===== config.mk =====
export PLATFORM = sky130hd
export DESIGN_NAME = lut_layer_engine
export DESIGN_NICKNAME = d
export VERILOG_FILES = /design/src/rtl/lut_layer_pkg.sv /design/src/rtl/lut_neuron_ram.sv /design/src/rtl/lut_layer_engine.sv
export SDC_FILE = /design/constraint.sdc
export NUM_CORES = 1
export LEC_CHECK = 0
export BUFFER_PORTS_ARGS = -buffer_cell sky130_fd_sc_hd__buf_2
export CAP_MARGIN = 20
export CELL_PAD_IN_SITES_DETAIL_PLACEMENT = 1
export CELL_PAD_IN_SITES_GLOBAL_PLACEMENT = 1
export CORE_ASPECT_RATIO = 1.5
export CORE_MARGIN = 5
export CORE_UTILIZATION = 45
export DETAILED_ROUTE_END_ITERATION = 8
export GPL_TIMING_DRIVEN = 0
export HOLD_SLACK_MARGIN = 0.02
export PLACE_DENSITY = 0.7
export SLEW_MARGIN = 20
export SYNTH_ARGS = -nofsm -noshare
export SYNTH_HDL_FRONTEND = slang
export SYNTH_SLANG_ARGS = --single-unit
export TNS_END_PERCENT = 30

===== constraint.sdc =====
create_clock -name clk -period 2.4 [get_ports clk]
set_input_delay 0.12 -clock clk [delete_from_list [all_inputs] [get_ports clk]]
set_output_delay 0.12 -clock clk [all_outputs]
set_load 0.01 [all_outputs]

===== src/rtl/lut_layer_pkg.sv =====
// ---------------------------------------------------------------------------
// lut_layer_pkg
// Shared definitions for the LUT layer engine:
//   - state_e     : engine operating mode (LOAD / RUN / DRAIN)
//   - DEF_*       : default geometry of the layer
//   - sat_inc32() : saturating 32-bit increment used by the result counter
// ---------------------------------------------------------------------------
package lut_layer_pkg;

    typedef enum logic [1:0] {
        LOAD  = 2'b00,
        RUN   = 2'b01,
        DRAIN = 2'b10
    } state_e;

    localparam int DEF_IN_BITS     = 7;
    localparam int DEF_OUT_BITS    = 2;
    localparam int DEF_NUM_NEURONS = 4;

    localparam logic [31:0] COUNT_MAX = 32'hFFFF_FFFF;

    // Counter sticks at all-ones instead of wrapping back to zero.
    function automatic logic [31:0] sat_inc32(input logic [31:0] value);
        logic [31:0] result;
        if (value == COUNT_MAX) begin
            result = value;
        end else begin
            result = value + 32'd1;
        end
        return result;
    endfunction

endpackage


===== src/rtl/lut_neuron_ram.sv =====
// ---------------------------------------------------------------------------
// lut_neuron_ram
// Truth table of one neuron: 2^IN_BITS entries of OUT_BITS each.
// Synchronous write, asynchronous read. Contents are deliberately not reset
// so a programmed layer survives a reset or a reload.
// Ports:
//   clk   : write clock
//   we    : write strobe
//   waddr : write address
//   wdata : write value
//   raddr : lookup address
//   rdata : lookup result (combinational)
// ---------------------------------------------------------------------------
module lut_neuron_ram #(
    parameter int IN_BITS  = 7,
    parameter int OUT_BITS = 2
) (
    input  logic                clk,
    input  logic                we,
    input  logic [IN_BITS-1:0]  waddr,
    input  logic [OUT_BITS-1:0] wdata,
    input  logic [IN_BITS-1:0]  raddr,
    output logic [OUT_BITS-1:0] rdata
);

    logic [OUT_BITS-1:0] mem_r [0:(1 << IN_BITS)-1];

    // Table write port; no reset on the storage array.
    always_ff @(posedge clk) begin
        if (we) begin
            mem_r[waddr] <= wdata;
        end
    end

    assign rdata = mem_r[raddr];

endmodule


===== src/rtl/lut_layer_engine.sv =====
// ---------------------------------------------------------------------------
// lut_layer_engine
// A layer of NUM_NEURONS LUT neurons evaluated in parallel. Tables are
// programmed in LOAD, lookups stream through a valid/ready pipeline stage in
// RUN, and DRAIN lets the last pending result leave before reprogramming.
// Ports:
//   clk, rst_n        : clock, asynchronous active-low reset
//   s_valid/s_ready   : input handshake, s_data holds one address per neuron
//   m_valid/m_ready   : output handshake, m_data holds one result per neuron
//   cfg_we/neuron/addr/data : table write port (LOAD only)
//   cfg_done          : pulse, LOAD -> RUN
//   cfg_reload        : pulse, RUN -> DRAIN -> LOAD
//   cfg_err           : sticky illegal-write flag (cleared by reset only)
//   infer_count       : saturating count of completed output transactions
// ---------------------------------------------------------------------------
module lut_layer_engine
    import lut_layer_pkg::*;
#(
    parameter int IN_BITS     = DEF_IN_BITS,
    parameter int OUT_BITS    = DEF_OUT_BITS,
    parameter int NUM_NEURONS = DEF_NUM_NEURONS
) (
    input  logic                                clk,
    input  logic                                rst_n,
    input  logic                                s_valid,
    output logic                                s_ready,
    input  logic [NUM_NEURONS*IN_BITS-1:0]      s_data,
    output logic                                m_valid,
    input  logic                                m_ready,
    output logic [NUM_NEURONS*OUT_BITS-1:0]     m_data,
    input  logic                                cfg_we,
    input  logic [$clog2(NUM_NEURONS > 1 ? NUM_NEURONS : 2)-1:0] cfg_neuron,
    input  logic [IN_BITS-1:0]                  cfg_addr,
    input  logic [OUT_BITS-1:0]                 cfg_data,
    input  logic                                cfg_done,
    input  logic                                cfg_reload,
    output logic                                cfg_err,
    output logic [31:0]                         infer_count
);

    localparam int NEURON_W = $clog2(NUM_NEURONS > 1 ? NUM_NEURONS : 2);

    state_e                              state_r;
    state_e                              state_s;
    logic                                m_valid_r;
    logic [NUM_NEURONS*OUT_BITS-1:0]     m_data_r;
    logic                                cfg_err_r;
    logic [31:0]                         infer_count_r;

    logic                                s_ready_s;
    logic                                accept_s;
    logic                                complete_s;
    logic                                neuron_ok_s;
    logic                                bad_write_s;
    logic [NUM_NEURONS-1:0]              we_s;
    logic [NUM_NEURONS*OUT_BITS-1:0]     lookup_s;

    // A power-of-two neuron count makes every cfg_neuron code legal.
    generate
        if ((1 << NEURON_W) == NUM_NEURONS) begin : g_neuron_full
            assign neuron_ok_s = 1'b1;
        end else begin : g_neuron_part
            assign neuron_ok_s = (32'(cfg_neuron) < 32'(NUM_NEURONS));
        end
    endgenerate

    // One table per neuron; only the addressed neuron is written, only in LOAD.
    generate
        for (genvar n = 0; n < NUM_NEURONS; n++) begin : g_neuron
            assign we_s[n] = (state_r == LOAD) && cfg_we && neuron_ok_s &&
                             (cfg_neuron == NEURON_W'(n));

            lut_neuron_ram #(
                .IN_BITS  (IN_BITS),
                .OUT_BITS (OUT_BITS)
            ) u_ram (
                .clk   (clk),
                .we    (we_s[n]),
                .waddr (cfg_addr),
                .wdata (cfg_data),
                .raddr (s_data[n*IN_BITS +: IN_BITS]),
                .rdata (lookup_s[n*OUT_BITS +: OUT_BITS])
            );
        end
    endgenerate

    // Next-state logic; cfg_done only counts in LOAD, cfg_reload only in RUN.
    always_comb begin
        state_s = state_r;
        case (state_r)
            LOAD: begin
                if (cfg_done) begin
                    state_s = RUN;
                end else begin
                    state_s = LOAD;
                end
            end
            RUN: begin
                if (cfg_reload) begin
                    state_s = DRAIN;
                end else begin
                    state_s = RUN;
                end
            end
            DRAIN: begin
                if (!m_valid_r) begin
                    state_s = LOAD;
                end else begin
                    state_s = DRAIN;
                end
            end
            default: begin
                state_s = LOAD;
            end
        endcase
    end

    // Handshake decode: the output stage is refillable when empty or draining.
    always_comb begin
        s_ready_s   = 1'b0;
        bad_write_s = 1'b0;
        if (state_r == RUN) begin
            s_ready_s = !m_valid_r || m_ready;
        end else begin
            s_ready_s = 1'b0;
        end
        if (cfg_we && ((state_r != LOAD) || !neuron_ok_s)) begin
            bad_write_s = 1'b1;
        end else begin
            bad_write_s = 1'b0;
        end
    end

    assign accept_s   = s_valid && s_ready_s;
    assign complete_s = m_valid_r && m_ready;

    // State register.
    always_ff @(posedge clk or negedge rst_n) begin
        if (!rst_n) begin
            state_r <= LOAD;
        end else begin
            state_r <= state_s;
        end
    end

    // Output stage: a new accept overwrites in the same cycle the old leaves.
    always_ff @(posedge clk or negedge rst_n) begin
        if (!rst_n) begin
            m_valid_r <= 1'b0;
            m_data_r  <= '0;
        end else if (accept_s) begin
            m_valid_r <= 1'b1;
            m_data_r  <= lookup_s;
        end else if (complete_s) begin
            m_valid_r <= 1'b0;
        end
    end

    // Sticky error flag and saturating transaction counter.
    always_ff @(posedge clk or negedge rst_n) begin
        if (!rst_n) begin
            cfg_err_r     <= 1'b0;
            infer_count_r <= 32'd0;
        end else begin
            if (bad_write_s) begin
                cfg_err_r <= 1'b1;
            end
            if (complete_s) begin
                infer_count_r <= sat_inc32(infer_count_r);
            end
        end
    end

    assign s_ready     = s_ready_s;
    assign m_valid     = m_valid_r;
    assign m_data      = m_data_r;
    assign cfg_err     = cfg_err_r;
    assign infer_count = infer_count_r;

endmodule

# Yosys cells after proc, flatten, opt, wreduce, memory -nomap -nowiden
# Memory sizes are Yosys's and may differ from the RTL's. A register that Yosys moved wholly into a read port is not among the register bits.
# Index checks and enable logic that the tools add are counted.
op_classes:
  reduce_logical: 19
  muxes: 16
  eq_ne: 6
  bitwise_logic: 1
  n_addsub: 1
ops:
  columns: ["op", "count"]
  rows:
  - ["32-bit by 1-bit adder with 32-bit output (second input constant)", 1]
  - ["32-bit == test (second input constant)", 1]
  - ["1-bit two-way mux", 13]
  - ["1-bit logical AND", 8]
  - ["2-bit == test (second input constant)", 3]
  - ["2-bit case mux with 3 select lines", 1]
  - ["1-bit logical NOT", 5]
  - ["2-bit by 1-bit == test with 1-bit output (second input constant)", 2]
  - ["2-bit logical NOT", 2]
  - ["2-bit two-way mux", 2]
  - ["2-bit nonzero test", 2]
  - ["2-bit AND reduction", 1]
  - ["1-bit logical OR", 1]
  - ["1-bit inverter", 1]
totals:
  ram_bits: 1024
  n_memories: 4
  input_bits: 46
  regBits: 36
mem_list:
  columns: ["name", "depth", "width", "rd", "rd_clocked_by_memory_dff", "write_ports", "line_no", "rtl"]
  rows:
  - ["g_neuron[0].u_ram.mem_r", 128, 2, 1, 1, 1, "lut_neuron_ram.sv:26", "logic [OUT_BITS-1:0] mem_r [0:(1 << IN_BITS)-1];"]
  - ["g_neuron[1].u_ram.mem_r", 128, 2, 1, 1, 1, "lut_neuron_ram.sv:26", null]
  - ["g_neuron[2].u_ram.mem_r", 128, 2, 1, 1, 1, "lut_neuron_ram.sv:26", null]
  - ["g_neuron[3].u_ram.mem_r", 128, 2, 1, 1, 1, "lut_neuron_ram.sv:26", null]

# Depth between registers and ports, before layout
# Gate-level depths: netlist of the first run.
logic_depth:
  ltp_word: 5
  mapped_depth: 9

# Modules after synthesis
# A second synthesis of the first run with hierarchy kept.
hier_totals:
  hier_cells: 2622
  hier_area_um2: 44351.3
by_module_without_submodules:
  columns: ["module", "n_inst", "area_each_um2", "cells_each"]
  rows:
  - ["lut_neuron_ram", 4, 10572.6, 609]
  - ["lut_layer_engine", 1, 2060.7, 186]

# Least setup slack after synthesis of the first run
# Ideal clock, no wire load.
synth_timing:
  kind: "register -> register"
  from: "register infer_count_r[20], in the netlist infer_count[20]"
  to: "register infer_count_r[29], in the netlist infer_count[29]"
  t_required_ns: 2.274
  t_arrival_ns: 1.787
  path_slack_ns: 0.487
  path_buffers: 2
  period_less_slack_ns: 1.913
  path_stages_with_launch: 9
  path_cell_list: "dfrtp_1 and4_1 and4_1 buf_2 nand4_1 and4b_1 clkbuf_1 nand4_1 xnor2_1"
synth_via:
  elab_chain_len: 3
synth_rtl:
  columns: ["element", "line_no", "rtl"]
  rows:
  - ["from (decl)", "lut_layer_engine.sv:48", "logic [31:0] infer_count_r;"]
  - ["from (signal assigned)", "lut_layer_engine.sv:169", "infer_count_r <= sat_inc32(infer_count_r);"]
  - ["parallel branches: the longest is 3 deep, another holds 32-bit by 1-bit adder with 32-bit output", null, null]
# Several ways; the timed one is not identified.
# A chain may end at the register's enable or synchronous reset.

# Worst setup path after layout of the first run
layout_timing:
  from: "register state_r[1]"
  to: "memory g_neuron[0].u_ram.mem_r[20][0], enable pin"
layout_via:
  elab_chain_len: 5
layout_rtl:
  columns: ["element", "line_no", "rtl"]
  rows:
  - ["from (decl)", "lut_layer_engine.sv:43", "state_e state_r;"]
  - ["from (signal assigned)", "lut_layer_engine.sv:142", "state_r <= state_s;"]
  - ["2-bit logical NOT", "lut_layer_engine.sv:70", "assign we_s[n] = (state_r == LOAD) && cfg_we && neuron_ok_s &&"]
  - ["1-bit logical AND (2 in a row)", "lut_layer_engine.sv:70", null]
  - ["1-bit two-way mux", "lut_neuron_ram.sv:30", "if (we) begin"]
  - ["1-bit two-way mux (implied by the code)", "lut_neuron_ram.sv:31", "mem_r[waddr] <= wdata;"]
  - ["to (decl)", "lut_neuron_ram.sv:26", null]
# No other way between the ends.

==> impl_metrics.csv, run 1 <==
group,metric,value,unit
cts,tritoncts,"yes",
setup_path,rr_worst_depth,6,
timing,fmax,0.416,GHz
timing,tightest_slew,1.18,ns
synth,ys_warn_count,0,
floorplanning,num_rows,141,
power,clock_power_share,0.409,
synth,ys_ff_latch,1068,
grt,gr-usage-all-layers,0.252,
cts,insertion_delay,0.71,ns
timing,finalWorstPathRequiredPeriod,2.40,ns
grt,grt_start_max_net_pins,157,
synth,synth_cell_types,52,
setup_path,r2r-start,"state_r[1]$_DFF_PN0_",
cells_and_area,stdcell_area,50000,um2
synth,synth_edf_count,1024,
synth,synth_fp_nets,2708,
cts,numCtsBuffers,97,
drt,routed_wl,134,mm
timing,fin_hold_ws,0.0125,ns
floorplanning,core_area,98100,um2
power,total_power,0.0395,W
grt,antenna_found_initial,5,
timing,fin_crit_sh,1.00,
cells_and_area,fillers,9292,
cts,root_buffer,"clkbuf_16",
power,intPower,0.0306,W
floorplanning,die_h,394,um
floorplanning,io_pins,89,
floorplanning,start_util,0.452,
synth,synth_area_leaders,"edfxtp_1 69%, mux4_2 11%, nor2_1 4.7%",
drt,viasPerCell,6.05,
synth,yosys.area.top_type,"edfxtp_1",
power,power.leakage,15.6,nW
power,p_sw_frac,0.227,
cells_and_area,final_util,0.510,
drt,antenna_left,0,
timing,slew_headroom,0.212,
place,place.gp.congestion,1.10,
setup_path,worstPathMaxFanout,10,
cts,cts.sinks,1068,
timing,rsz0062_at_grt,"true",
setup_path,rrSetupSlack,-0.004,ns
synth,synth.avg_cell_area,16.7,um2
status,status,"finished with violations",
setup_path,cp-start-kind,"flop",
place,placement.cell_area,46600,um2
min_path,hp-class,"in2async",
status,violations,"setup timing",
timing,finalWorstSetupSlack,-0.00434,ns
cells_and_area,syn2layout_area_growth,12.9,%
floorplanning,die_w,266,um
grt,grt_pass1_wl,191,mm
setup_path,r2r-end,"g_neuron[0].u_ram.mem_r[20][0]$_DFFE_PP_",
cts,clk_pin_slew_worst_paths,0.07,ns
timing,slew_violations,0,
drt,dr.pass1.iters,7,
synth,async_reset_ff_frac,0.0412,
place,numPortBuffers,73,
drt,wl_per_cell,31.8,um
grt,grt_pass1_vias,27217,
place,dpl.hpwl,100,mm
cells_and_area,drive_gt1_frac,0.199,
power,power_switching,0.00897,W
cts,cts_max_level,3,
job,maxCapViolCount,0,
power,ir_drop,496,uV
grt,grt_overflow_total,0,
floorplanning,die_area,105000,um2
setup_path,arrival,2.78,ns
cts,clk_path_buf_depth,3,
synth,synth_top_area_share,0.694,
drt,drc,0,
drt,drt_iter0_markers,2799,
timing,timing.final.hold_violations,0,
synth,synth_seq_area_share,0.719,
cells_and_area,nNetsFinal,2902,
synth,syn-instance-count,2661,
power,combPwrFrac,0.067,
power,p_per_area,790,nW/um2
synth,syn_area,44300,um2
power,p_seq_frac,0.523,
timing,fin_worst_skew,0.0246,ns
synth,synthFlopType,"edfxtp_1",
drt,vias,25579,
setup_path,worstPathRequired,2.78,ns
timing,setup_viol,2,
setup_path,end_kind,"flop",
setup_path,critical_path_class,"reg2reg",
[how the worst max path moves through the flow]
stage | start | endpoint | slack (ns) | cells after the start
after floorplan | infer_count[20]$_DFFE_PN0P_ | infer_count[29]$_DFFE_PN0P_ | 0.49 | 8
after global placement | cfg_data[0] | g_neuron[0].u_ram.mem_r[78][0]$_DFFE_PP_ | -4.62 | 1
after detailed placement | cfg_addr[0] | g_neuron[2].u_ram.mem_r[37][0]$_DFFE_PP_ | -0.73 | 6
after CTS | m_valid$_DFFE_PN0P_ | m_data[0]$_DFFE_PN0P_ | 0.0007 | 7
after global routing | state_r[1]$_DFF_PN0_ | g_neuron[0].u_ram.mem_r[8][1]$_DFFE_PP_ | -0.07 | 6
final | state_r[1]$_DFF_PN0_ | g_neuron[0].u_ram.mem_r[20][0]$_DFFE_PP_ | -0.004 | 6
[synth_stat cells (20+ instances only)]
cell type / count
mux2i_1: 69
nor2_1: 551
clkbuf_1: 99
a21oi_1: 24
nor3_1: 20
nor2b_1: 29
nand2_1: 169
buf_2: 33
dfrtp_1: 44
edfxtp_1: 1024
mux4_2: 223
a22oi_1: 60
nand3_1: 30
[routing by layer]
metal,routed length [um],global-route usage,up-vias
met5,36,0,-
li1,-,-,10696
met2,68800,0.434,1213
met3,8680,0.0371,326
met1,48900,0.307,13338
met4,7940,0.132,6
[layout by cell type (no fill, tap or decap), types with 15 or more instances in the layout]
cell,instances
edfxtp_1,1024
nor2_1,535
mux4_2,223
nand2_1,169
clkbuf_1,112
buf_2,105
clkbuf_16,98
mux2i_1,69
a22oi_1,60
dfrtp_1,44
nand3_1,30
nor2b_1,28
a21oi_1,24
buf_4,22
nand4_1,17
xnor2_1,17
clkinv_1,17
mux2_2,17
nor2_2,16
clkinv_2,15
[power by group through the flow]
| stage | clock network [W] | registers, W | logic, W |
|---|---|---|---|
| after floorplan | 0 | 0.0211 | 0.00131 |
| after global placement | 0 | 0.0212 | 0.00249 |
| after detailed placement | 0 | 0.0211 | 0.00262 |
| after CTS | 0.0164 | 0.0207 | 0.00265 |
| after global routing | 0.0172 | 0.0207 | 0.00277 |
| final | 0.0162 | 0.0207 | 0.00265 |
[metrics by stage]
| stage | setup TNS [ns] | cells | worst slack [ns] |
|---|---|---|---|
| 5_1_grt | -1.44 | 4225 | -0.0743 |
| 4_1_cts | 0 | 4225 | 0.000667 |
| 3_5_place_dp | -242.96 | 4032 | -0.728 |
| 6_report | -0.00864 | 4226 | -0.00434 |
| 3_3_place_gp | -5190.53 | 4021 | -4.62 |
| 2_1_floorplan | 0 | 2661 | 0.487 |
[registers in the layout, indices dropped and copies added, names as in the netlist]
name                  flops
m_valid                   1
state_r                   2
infer_count              32
cfg_err                   1
g_neuron.u_ram.mem_r   1024
m_data                    8
[timing repair]
item | CTS | global route
resized for setup | 20 | 24
endpoints found under the setup margin | 567 | 147
hold buffers | 11 | 0
setup buffers | 0 | 0
endpoints found under the hold margin | 294 | 0
[final cells by class]
cell class / instances / area [um2] / area share
tap: 1287 / 1610 / 0.0322
buffer: 174 / 930 / 0.0186
timing repair buffer: 95 / 701 / 0.0140
clock buffer: 126 / 2580 / 0.0515
inverter: 8 / 30.0 / 0.000600
sequential: 1068 / 31900 / 0.637
multi-input combinational: 1411 / 11700 / 0.233
clock inverter: 56 / 677 / 0.0135
antenna: 1 / 2.50 / 0.0000500
[cell families (layout without fill, tap and decap cells)]
logic type,Yosys count,count (layout),share of synthesized area
DFF,1068,1068,0.719
and+or+nand+nor,893,893,0.0855
muxes,322,322,0.141
buffers and inverters,182,459,0.0211
AOI/OAI and AO/OA,165,165,0.0277
xor gates and xnor gates,30,30,0.00593
adders and majority gates,1,1,0.000282
other,0,1,0
[critical path, cell delays in order (launching register included)]
cell	delay [ns]
dfrtp_1	0.44
nor2_1	0.16
nand2_1	0.09
or3_1	0.48
clkbuf_4	0.32
clkbuf_1	0.30
nor2_1	0.29
(Power assumes the default switching activity.)
==> run 2: changes to the inputs <==
- CTS_BUF_LIST: unset -> sky130_fd_sc_hd__clkbuf_16
- SLEW_MARGIN: 20 -> 40
==> run 2 against run 1 <==
Compared with the run above: the flow still finishes with violations (setup timing); sequential power hardly changed; die area did not move; total power rose by 0.82%; clock skew is 0.0045 ns lower; non-clock buffer count is 5 higher; worst hold slack better by 0.088 ns; core utilization is 0.27 points higher.
==> impl_metrics.csv, run 2 (synthesized netlist as in run 1, its figures left out) <==
group,metric,value,unit
power,p_sw_frac,0.224,
cells_and_area,fillers,9257,
power,ir_drop,542,uV
drt,viasPerCell,6.08,
status,status,"finished with violations",
min_path,hp-class,"in2reg",
setup_path,crit_chain,"clkbuf_1 > and3b_1 > clkbuf_1 > clkbuf_1 > nand2_1 > nor2_1",
cells_and_area,largest_reg_flops,1024,
grt,grt_overflow_total,0,
place,place.gp.congestion,1.10,
setup_path,r2r-start,"m_valid$_DFFE_PN0P_",
cts,clk_pin_slew_worst_paths,0.06,ns
setup_path,critical_path_class,"in2reg",
min_path,hp-start,"s_data[5]",
setup_path,startpoint,"cfg_addr[1]",
drt,antenna_left,0,
timing,fmax,0.406,GHz
power,total_power,0.0399,W
grt,grt_pass1_vias,27532,
grt,grt_start_max_net_pins,121,
setup_path,slowest_delay,0.70,ns
grt,antenna_found_initial,4,
setup_path,arrival,2.82,ns
cells_and_area,largest-register,"g_neuron.u_ram.mem_r",
setup_path,timing.critical_path.mode_cell,"clkbuf_1",
power,intPower,0.0309,W
drt,drt_iter0_markers,2729,
place,numPortBuffers,73,
timing,slew_violations,0,
setup_path,worstPathMaxFanout,10,
cts,clk_path_buf_depth,3,
cts,root_buffer,"clkbuf_16",
timing,rsz0062_at_grt,"true",
timing,timing.final.hold_violations,0,
cells_and_area,drive_gt1_frac,0.209,
setup_path,end_kind,"flop",
power,combPwrFrac,0.068,
place,dpl.hpwl,101,mm
floorplanning,core_area,98100,um2
timing,finalWorstPathRequiredPeriod,2.46,ns
timing,fin_hold_ws,0.100,ns
cells_and_area,layout_common_cells,"1,024 x edfxtp_1, 521 x nor2_1, 223 x mux4_2",
drt,drc,0,
timing,slew_headroom,0.406,
drt,wl_per_cell,32.1,um
drt,dr.pass1.iters,8,
floorplanning,num_rows,141,
timing,tightest_slew,0.887,ns
drt,routed_wl,136,mm
setup_path,cp_slowest_cell,"clkbuf_1",
power,p_seq_frac,0.519,
cts,cts_setup_buffers,0,
status,violations,"setup timing",
grt,gr-usage-all-layers,0.254,
floorplanning,die_w,266,um
cells_and_area,syn2layout_area_growth,13.5,%
cts,cts.sinks,1068,
power,clock_power_share,0.413,
cts,tritoncts,"yes",
power,power.leakage,15.8,nW
place,dpl_worst_slack,-0.583,ns
floorplanning,start_util,0.452,
setup_path,worstPathRequired,2.75,ns
cells_and_area,layout_commonest_cell,"edfxtp_1",
power,p_per_area,793,nW/um2
floorplanning,die_h,394,um
setup_path,cp-start-kind,"primary input",
floorplanning,io_pins,89,
cts,insertion_delay,0.68,ns
grt,grt_pass1_wl,193,mm
floorplanning,die_area,105000,um2
timing,fin_worst_skew,0.0201,ns
cts,numCtsBuffers,100,
timing,fin_crit_sh,1.03,
timing,finalWorstSetupSlack,-0.0649,ns
cells_and_area,final_util,0.513,
job,maxCapViolCount,0,
cells_and_area,nNetsFinal,2910,
cts,cts_max_level,3,
timing,setup_viol,2,
drt,vias,25718,
power,power_switching,0.00893,W
## run 2: changes by cell type in the layout (fill, tap and decap cells not counted), sizes merged
| cell | previous run | this run |
|---|---|---|
| clkinv | 35 | 45 |
| inv | 10 | 20 |
| clkinvlp | 5 | 4 |
| clkbuf | 222 | 200 |
| dlygate4sd3 | 11 | 12 |
| bufinv | 14 | 16 |
| buf | 162 | 165 |
## run 2: area by class of cell
| type | instances | area [um2] | share of cell area |
|---|---|---|---|
| Antenna cell | 1 | 2.50 | 0.0000498 |
| Buffer | 174 | 941 | 0.0187 |
| Clock buffer | 103 | 2580 | 0.0512 |
| Clock inverter | 77 | 768 | 0.0153 |
| Inverter | 8 | 30.0 | 0.000597 |
| Multi-Input combinational cell | 1411 | 11700 | 0.233 |
| Sequential cell | 1068 | 31900 | 0.633 |
| Tap cell | 1287 | 1610 | 0.0320 |
| Timing Repair Buffer | 100 | 816 | 0.0162 |
## run 2: per-stage QoR
stage | TNS (ns) | area [um2] | cells
finish | -0.129 | 50300 | 4229
detailed placement | -278.40 | 46700 | 4035
global route | -1.24 | 50300 | 4228
global placement | -5190.53 | 46300 | 4021
CTS | -0.124 | 50200 | 4228
floorplan | 0 | 44300 | 2661
## run 2: power by group through the flow
stage                     Sequential, W  Combinational (W)  Clock [W]
after floorplan                  0.0211            0.00131          0
after global placement           0.0212            0.00249          0
after detailed placement         0.0211            0.00264          0
after CTS                        0.0207            0.00269     0.0167
after global routing             0.0207            0.00282     0.0175
final                            0.0207            0.00270     0.0165
## run 2: what timing repair did
action                     4_1_cts  5_1_grt
hold endpoints to repair       174        0
gates resized for setup         28       34
hold buffers                    13        0
setup endpoints to repair      412      295
## run 2: path summary, 6_finish.rpt
path / slack [ns] / cells after the start / to
max in group asynchronous: 1.56 / 4 / infer_count[21]$_DFFE_PN0P_
min reg2reg: 0.49 / 1 / cfg_err$_DFFE_PN0P_
max reg2reg: 0.04 / 7 / m_data[2]$_DFFE_PN0P_
max: -0.06 / 6 / g_neuron[3].u_ram.mem_r[46][0]$_DFFE_PP_
min in group asynchronous: 0.37 / 3 / m_data[1]$_DFFE_PN0P_
min: 0.10 / 5 / m_data[0]$_DFFE_PN0P_
## run 2: critical path, delay by kind of cell
kind,cells,cell delay [ns]
buffers and inverters,3,1.59
AND/OR/NAND/NOR,3,1.09
## run 2: metal layers
| layer | wire [um] | vias up | global-route usage |
|---|---|---|---|
| met1 | 48800 | 13423 | 0.307 |
| met3 | 8820 | 314 | 0.0324 |
| met2 | 69700 | 1271 | 0.441 |
| met5 | 33 | - | 0 |
| met4 | 8600 | 6 | 0.141 |
| li1 | - | 10704 | - |
